**src/rtl/gate_bist.sv**
```systemverilog
// Self-test controller for a 2-input gate: sweeps all four input vectors PASSES times,
// samples gate_out after a settle interval and reports pass/fail, error count and first failing vector.
module gate_bist #(
    parameter int SETTLE = 2,
    parameter int PASSES = 4,
    parameter int ERR_W  = 8
) (
    input  logic             clk,
    input  logic             rst_n,
    input  logic             start,
    input  logic [1:0]       op,
    input  logic             gate_out,
    output logic             gate_a,
    output logic             gate_b,
    output logic             busy,
    output logic             done,
    output logic             pass,
    output logic [ERR_W-1:0] err_count,
    output logic             first_fail_valid,
    output logic [1:0]       first_fail_vec
);

    typedef enum logic [2:0] {
        S_IDLE,
        S_DRIVE,
        S_SETTLE,
        S_CHECK,
        S_DONE
    } state_t;

    state_t            state, state_next;
    logic [1:0]        v;
    logic [1:0]        op_q;
    logic [15:0]       sweep;
    logic [15:0]       cnt;
    logic              expected;
    logic              mismatch;
    logic              last_vec;
    logic              settle_end;
    logic [ERR_W-1:0]  err_next;

    // The vector counter itself is the registered drive for the gate inputs.
    assign gate_a = v[1];
    assign gate_b = v[0];

    always_comb begin
        case (op_q)
            2'b00:   expected = v[1] & v[0];
            2'b01:   expected = v[1] | v[0];
            2'b10:   expected = v[1] ^ v[0];
            default: expected = ~(v[1] & v[0]);
        endcase
    end

    assign mismatch   = (gate_out != expected);
    assign last_vec   = (v == 2'd3) && (sweep == 16'(PASSES - 1));
    assign settle_end = (cnt == 16'(SETTLE - 1));
    assign err_next   = (mismatch && (err_count != '1)) ? err_count + ERR_W'(1) : err_count;

    always_ff @(posedge clk or negedge rst_n) begin
        if (!rst_n) state <= S_IDLE;
        else        state <= state_next;
    end

    always_comb begin
        state_next = state;
        busy       = 1'b1;
        done       = 1'b0;
        case (state)
            S_IDLE: begin
                busy = 1'b0;
                if (start) state_next = S_DRIVE;
            end
            S_DRIVE:  state_next = (SETTLE == 0) ? S_CHECK : S_SETTLE;
            S_SETTLE: if (settle_end) state_next = S_CHECK;
            S_CHECK:  state_next = last_vec ? S_DONE : S_DRIVE;
            S_DONE: begin
                done       = 1'b1;
                state_next = S_IDLE;
            end
            default:  state_next = S_IDLE;
        endcase
    end

    always_ff @(posedge clk or negedge rst_n) begin
        if (!rst_n) begin
            v                <= '0;
            op_q             <= '0;
            sweep            <= '0;
            cnt              <= '0;
            err_count        <= '0;
            pass             <= 1'b0;
            first_fail_valid <= 1'b0;
            first_fail_vec   <= '0;
        end else begin
            case (state)
                S_IDLE: begin
                    if (start) begin
                        op_q             <= op;
                        v                <= '0;
                        sweep            <= '0;
                        err_count        <= '0;
                        pass             <= 1'b0;
                        first_fail_valid <= 1'b0;
                        first_fail_vec   <= '0;
                    end
                end
                S_DRIVE:  cnt <= '0;
                S_SETTLE: cnt <= cnt + 16'd1;
                S_CHECK: begin
                    err_count <= err_next;
                    if (mismatch && !first_fail_valid) begin
                        first_fail_valid <= 1'b1;
                        first_fail_vec   <= v;
                    end
                    // pass is resolved here so it is already valid in the DONE cycle.
                    if (last_vec) begin
                        pass <= (err_next == '0);
                    end else begin
                        v <= v + 2'd1;
                        if (v == 2'd3) sweep <= sweep + 16'd1;
                    end
                end
                default: ;
            endcase
        end
    end

endmodule

```
**config.mk**
```make
export PLATFORM = sky130hd
export DESIGN_NAME = gate_bist
export DESIGN_NICKNAME = d
export VERILOG_FILES = /design/src/rtl/gate_bist.sv
export SDC_FILE = /design/constraint.sdc
export NUM_CORES = 1
export LEC_CHECK = 0
export BUFFER_PORTS_ARGS = -buffer_cell sky130_fd_sc_hd__clkbuf_2
export CELL_PAD_IN_SITES_DETAIL_PLACEMENT = 1
export CELL_PAD_IN_SITES_GLOBAL_PLACEMENT = 1
export CORE_ASPECT_RATIO = 1.1
export CORE_MARGIN = 2
export CORE_UTILIZATION = 48
export CTS_BUF_LIST = sky130_fd_sc_hd__clkbuf_4
export CTS_CLUSTER_SIZE = 24
export DETAILED_ROUTE_END_ITERATION = 8
export PLACE_DENSITY_LB_ADDON = 0.1
export SETUP_SLACK_MARGIN = 0.3
export SLEW_MARGIN = 20
export SYNTH_ARGS = -nofsm -noshare
export SYNTH_HDL_FRONTEND = slang
export SYNTH_SLANG_ARGS = --single-unit
```
**constraint.sdc**
```tcl
create_clock -name clk -period 2.74 [get_ports clk]
set_clock_uncertainty 0.2 [all_clocks]
set_input_delay 0 -clock clk [delete_from_list [all_inputs] [get_ports clk]]
set_output_delay 0 -clock clk [all_outputs]
set_load 0.01 [all_outputs]
```
# == Word level (Yosys, flattened, before mapping) ==
# Index checks and enable logic that the tools add are counted.
# classes
add_sub_neg,4
mul,0
div,0
magnitude_cmp,0
n_eq_ne,17
shifts,0
n_mux,25
n_bitwise,4
reduce_logical,16
# ops
op,n
16-bit case mux with 2 select lines,2
16-bit two-way mux,3
"16-bit by 1-bit adder with 16-bit output, second input constant",2
"16-bit by 1-bit equality test with 1-bit output, second input constant",1
"16-bit by 2-bit equality test with 1-bit output, second input constant",1
8-bit two-way mux,2
8-bit case mux with 2 select lines,1
"2-bit != test, second input constant",6
3-bit case mux with 4 select lines,1
3-bit two-way mux,3
3-bit AND reduction,3
"8-bit by 1-bit adder with 8-bit output, second input constant",1
8-bit logical NOT,1
"8-bit != test, second input constant",1
2-bit case mux with 2 select lines,2
"3-bit by 2-bit equality test with 1-bit output, second input constant",2
2-bit two-way mux,3
2-bit AND reduction,3
1-bit two-way mux,5
"2-bit equality test, second input constant",2
1-bit case mux with 2 select lines,2
4-bit AND reduction,1
2-bit nonzero test,2
"3-bit by 1-bit equality test with 1-bit output, second input constant",1
other kinds (13),15
# word_totals
regBits,51
latch_bits,0
ram_bits,0
romBits,0
out_inout_bits,16
word_cells,75
memories,0

# == Logic depth before layout (Yosys ltp) ==
# depth
word_depth,9
ltp_mapped,9
ltp_nobuf,9

# == Worst setup path before layout ==
# OpenSTA, ideal clock, no wires.
# synth_timing
path_kind,register -> register
startpoint,reg v[1]
endpoint,reg pass
setup_ns,0.104
arrival_time_ns,2.175
required_time_ns,2.436
slack_ns,0.261
stages_incl_launch_ff,10
path_buffers,0
path_cell_list,dfrtp_1 inv_1 ha_1 a21oi_1 nor3_2 a31oi_4 xor2_4 nor3_2 mux2_4 o41ai_2
# synth_between
elab_chain_len,9
word_cells_on_any_way,15
# synth_rtl
element,line,rtl
start: declaration,32,logic [1:0] v;
start signal: assignment,120,v <= v + 2'd1;
1-bit bitwise AND,"48, 51",
1-bit NOT,51,default: expected = ~(v[1] & v[0]);
1-bit case mux with 3 select lines,47,case (op_q)
1-bit != test,55,assign mismatch = (gate_out != expected);
1-bit logical AND,58,assign err_next = (mismatch && (err_count != '1)) ? err_count + ERR_W'(1) : err_count;
8-bit two-way mux,58,
8-bit logical NOT,118,pass <= (err_next == '0);
1-bit two-way mux,117,if (last_vec) begin
1-bit case mux with 2 select lines,96,case (state)
end signal: assignment,118,
end: declaration,17,"output logic pass,"
# Several ways; a longest one is shown, not always the timed one. The select of a mux whose other input is x is not followed.
# A chain may end at the register's enable or synchronous reset.

# == Worst setup path after layout ==
# Ends and elaborated chain as after synthesis.

==> qor.yml <==
die_w_um: 76.2
cts_made_buffers: 5
fin_util_pct: 60.4
synth_warnings: 0
whs_path_depth: 5
clk_latency_ns: 0.38
tightest_slew_ns: 0.667
max_stage_delay_ns: 0.44
synth_top_area_cell: "dfrtp_1"
syn2layout_area_growth_pct: 20.0
reg2reg_from: "v[1]"
worst-r2r-cell-count: 9
syn-cell-area_sq_mm: 0.00275
status: "finished, final reports clean"
max-vdd-ir-drop_uv: 266
synth_area_leaders: "dfrtp_1 46%, nand2_1 5.7%, o21ai_0 4.5%, nand3_1 4.4%, nor2_1 4.0%"
dieHeight_um: 83.4
clockRootBuffer: "clkbuf_4"
first_global_vias: 2363
yosysUniqueCellTypes: 48
slew_violations: 0
antennaDiodeCount: 0
leakage_nw: 1.44
holdCritStartpoint: "gate_out"
routed_wl_um: 7720
yosysTopAreaCellShare_pct: 46.4
slew-limit-headroom_pct: 55.5
viasPerCell: 5.72
final-hold-violation-count: 0
yosysMostFrequentCell: "dfrtp_1"
initial_core_util_pct: 50.3
drtPass1Iterations: 4
cp-startpoint: "v[1]"
fp-row-count: 28
htree_levels: 2
ys_seq_area_share_pct: 46.4
max-cap-violations: 0
p_total_w: 0.00147
r2r_setup_slack_ns: 0.22
num-nets-final: 356
synth_area_per_cell_sq_um: 9.20
setup_viol: 0
tns_ns: 0
crit_type: "reg -> reg"
synthTopCellsByCount: "51 x dfrtp_1, 42 x nand2_1, 29 x nor2_1"
cp_cell_sequence: "inv_2 > ha_4 > nor2b_1 > nor3_4 > a31oi_4 > xor2_4 > nor3_2 > mux2_4 > o41ai_2"
crit_required_ns: 2.84
r2r_end: "pass"
dr.first_iter.drc_count: 94
layout_min_cycle_time_ns: 2.52
grt_pass1_wl_um: 11500
pin_count: 22
whs_endpoint: "err_count[2]"
pwr_density_cell_mw_per_mm2: 445
wl_per_cell_um: 18.4
cts_tree: "yes"
io_buffers: 21
min_period_over_period_pct: 92.1
async_flop_share_pct: 100
synth_seq_cells: 51
die_area_sq_mm: 0.00635
vias: 2404
ys.flop_type: "dfrtp_1"
antenna_found_initial: 0
drc: 0
nFillCells: 634
grt_usage_pct: 22.1
cpMaxStageDelayCell: "dfrtp_1"
drive_gt1_share_pct: 21.4
clk_pin_slew_ns: 0.16
cts.sinks: 51
syn_inst: 299
grt_start_max_net_pins: 52
worst_setup_path_start_kind: "register"
worstPathMaxFanout: 8
overflow: 0
gp_congestion: 0.837
cts_buffer_depth: 2
worstPathArrival_ns: 2.62
worstHoldPathType: "in -> reg"
synth_edf_count: 0
core_sq_mm: 0.00547
ant_nets: 0
cp-end-kind: "register"
syn_nets: 311
whs_ns: 0.0196
max_freq_mhz: 396
hpwl_um: 4520
grt_setup_unrepaired: "yes"
==> metal layers <==
metal / wire (um) / global-route usage (%) / vias up / part of all wire [%]
met5: 0 / 0 / - / 0
met1: 3430 / 29.6 / 1204 / 44
met2: 3960 / 37.3 / 39 / 51
met4: 115 / 5.95 / 0 / 1.5
met3: 204 / 3.80 / 12 / 2.6
li1: - / - / 1149 / -
==> layout by cell type, fill, tap and decap left out, types with 3 or more instances in the layout <==
master,n
a21oi_1,7
and2_1,6
and3_1,5
nand2b_1,3
nand2_1,42
clkbuf_4,5
a31oi_1,3
nor2_1,29
inv_1,8
buf_4,19
nor4_1,6
ha_1,4
nand3_1,22
dfrtp_1,51
dlygate4sd3_1,6
nor4b_1,3
o31ai_1,4
o21ai_0,25
mux2i_1,6
xnor2_1,3
clkbuf_2,21
nand4_1,3
xor2_1,10
nor3_1,5
==> stage by stage <==
stage                     area [sq um]  cells  setup WS, ns
final                             3300    420         0.217
after global routing              3300    420        0.0509
after CTS                         3170    410         0.301
after detailed placement          2950    391         0.117
after global placement            2950    391         0.259
after floorplan                   2750    299         0.291
==> worst max-delay path: cells and delay by family, from the launching register on <==
family | cells | cell delay [ns]
adder cells (fa/ha/maj) | 1 | 0.13
XOR/XNOR | 1 | 0.28
flip-flops | 1 | 0.44
AO/OA/AOI/OAI | 2 | 0.53
AND/OR/NAND/NOR | 3 | 0.44
buffers and inverters | 1 | 0.10
multiplexers | 1 | 0.32
==> layout make-up <==
class,instances,area [sq um],area share [%]
clock buffer,5,37.5,1.14
clock inverter,3,38.8,1.17
inverter,10,37.5,1.14
multi-input combinational,230,1510,45.7
sequential,51,1280,38.7
tap,75,93.8,2.84
timing repair buffer,46,308,9.32
==> report_power, final <==
| part | leakage (nW) | switching [W] | internal [W] | total (W) |
|---|---|---|---|---|
| clock network | 0.0426 | 0.000250 | 0.000188 | 0.000439 |
| logic | 0.734 | 0.000105 | 0.0000814 | 0.000186 |
| registers | 0.666 | 0.0000587 | 0.000784 | 0.000843 |
| total | 1.44 | 0.000414 | 0.00105 | 0.00147 |
==> sequential cells by signal (all words and copies together) (netlist names) <==
register          flops
cnt                  16
v                     2
first_fail_valid      1
first_fail_vec        2
pass                  1
sweep                16
err_count             8
state                 3
op_q                  2
==> kinds of logic after synthesis <==
logic type      Yosys count  synth area share (%)
buf+inv                  18                  2.59
flops                    51                  46.4
fa+ha+maj                 6                  2.73
compound gates           56                  13.5
simple gates            146                  26.5
mux                       8                  3.14
xor+xnor                 14                  5.14
==> worst max path at each step <==
| stage | endpoint | slack [ns] | depth (start not counted) |
|---|---|---|---|
| after global routing | pass | 0.05 | 9 |
| after floorplan | err_count[5] | 0.29 | 8 |
| after CTS | sweep[7] | 0.30 | 10 |
| after global placement | err_count[7] | 0.26 | 9 |
| after detailed placement | pass | 0.12 | 9 |
| final | pass | 0.22 | 9 |
==> timing repair <==
action,CTS,global route
pin swaps,4,10
setup buffers,5,10
hold buffers,6,0
endpoints found under the hold margin,56,0
setup endpoints to repair,16,22
cloned,0,0
resized for setup,9,10
Note: power is estimated with default switching activity, not from simulation.
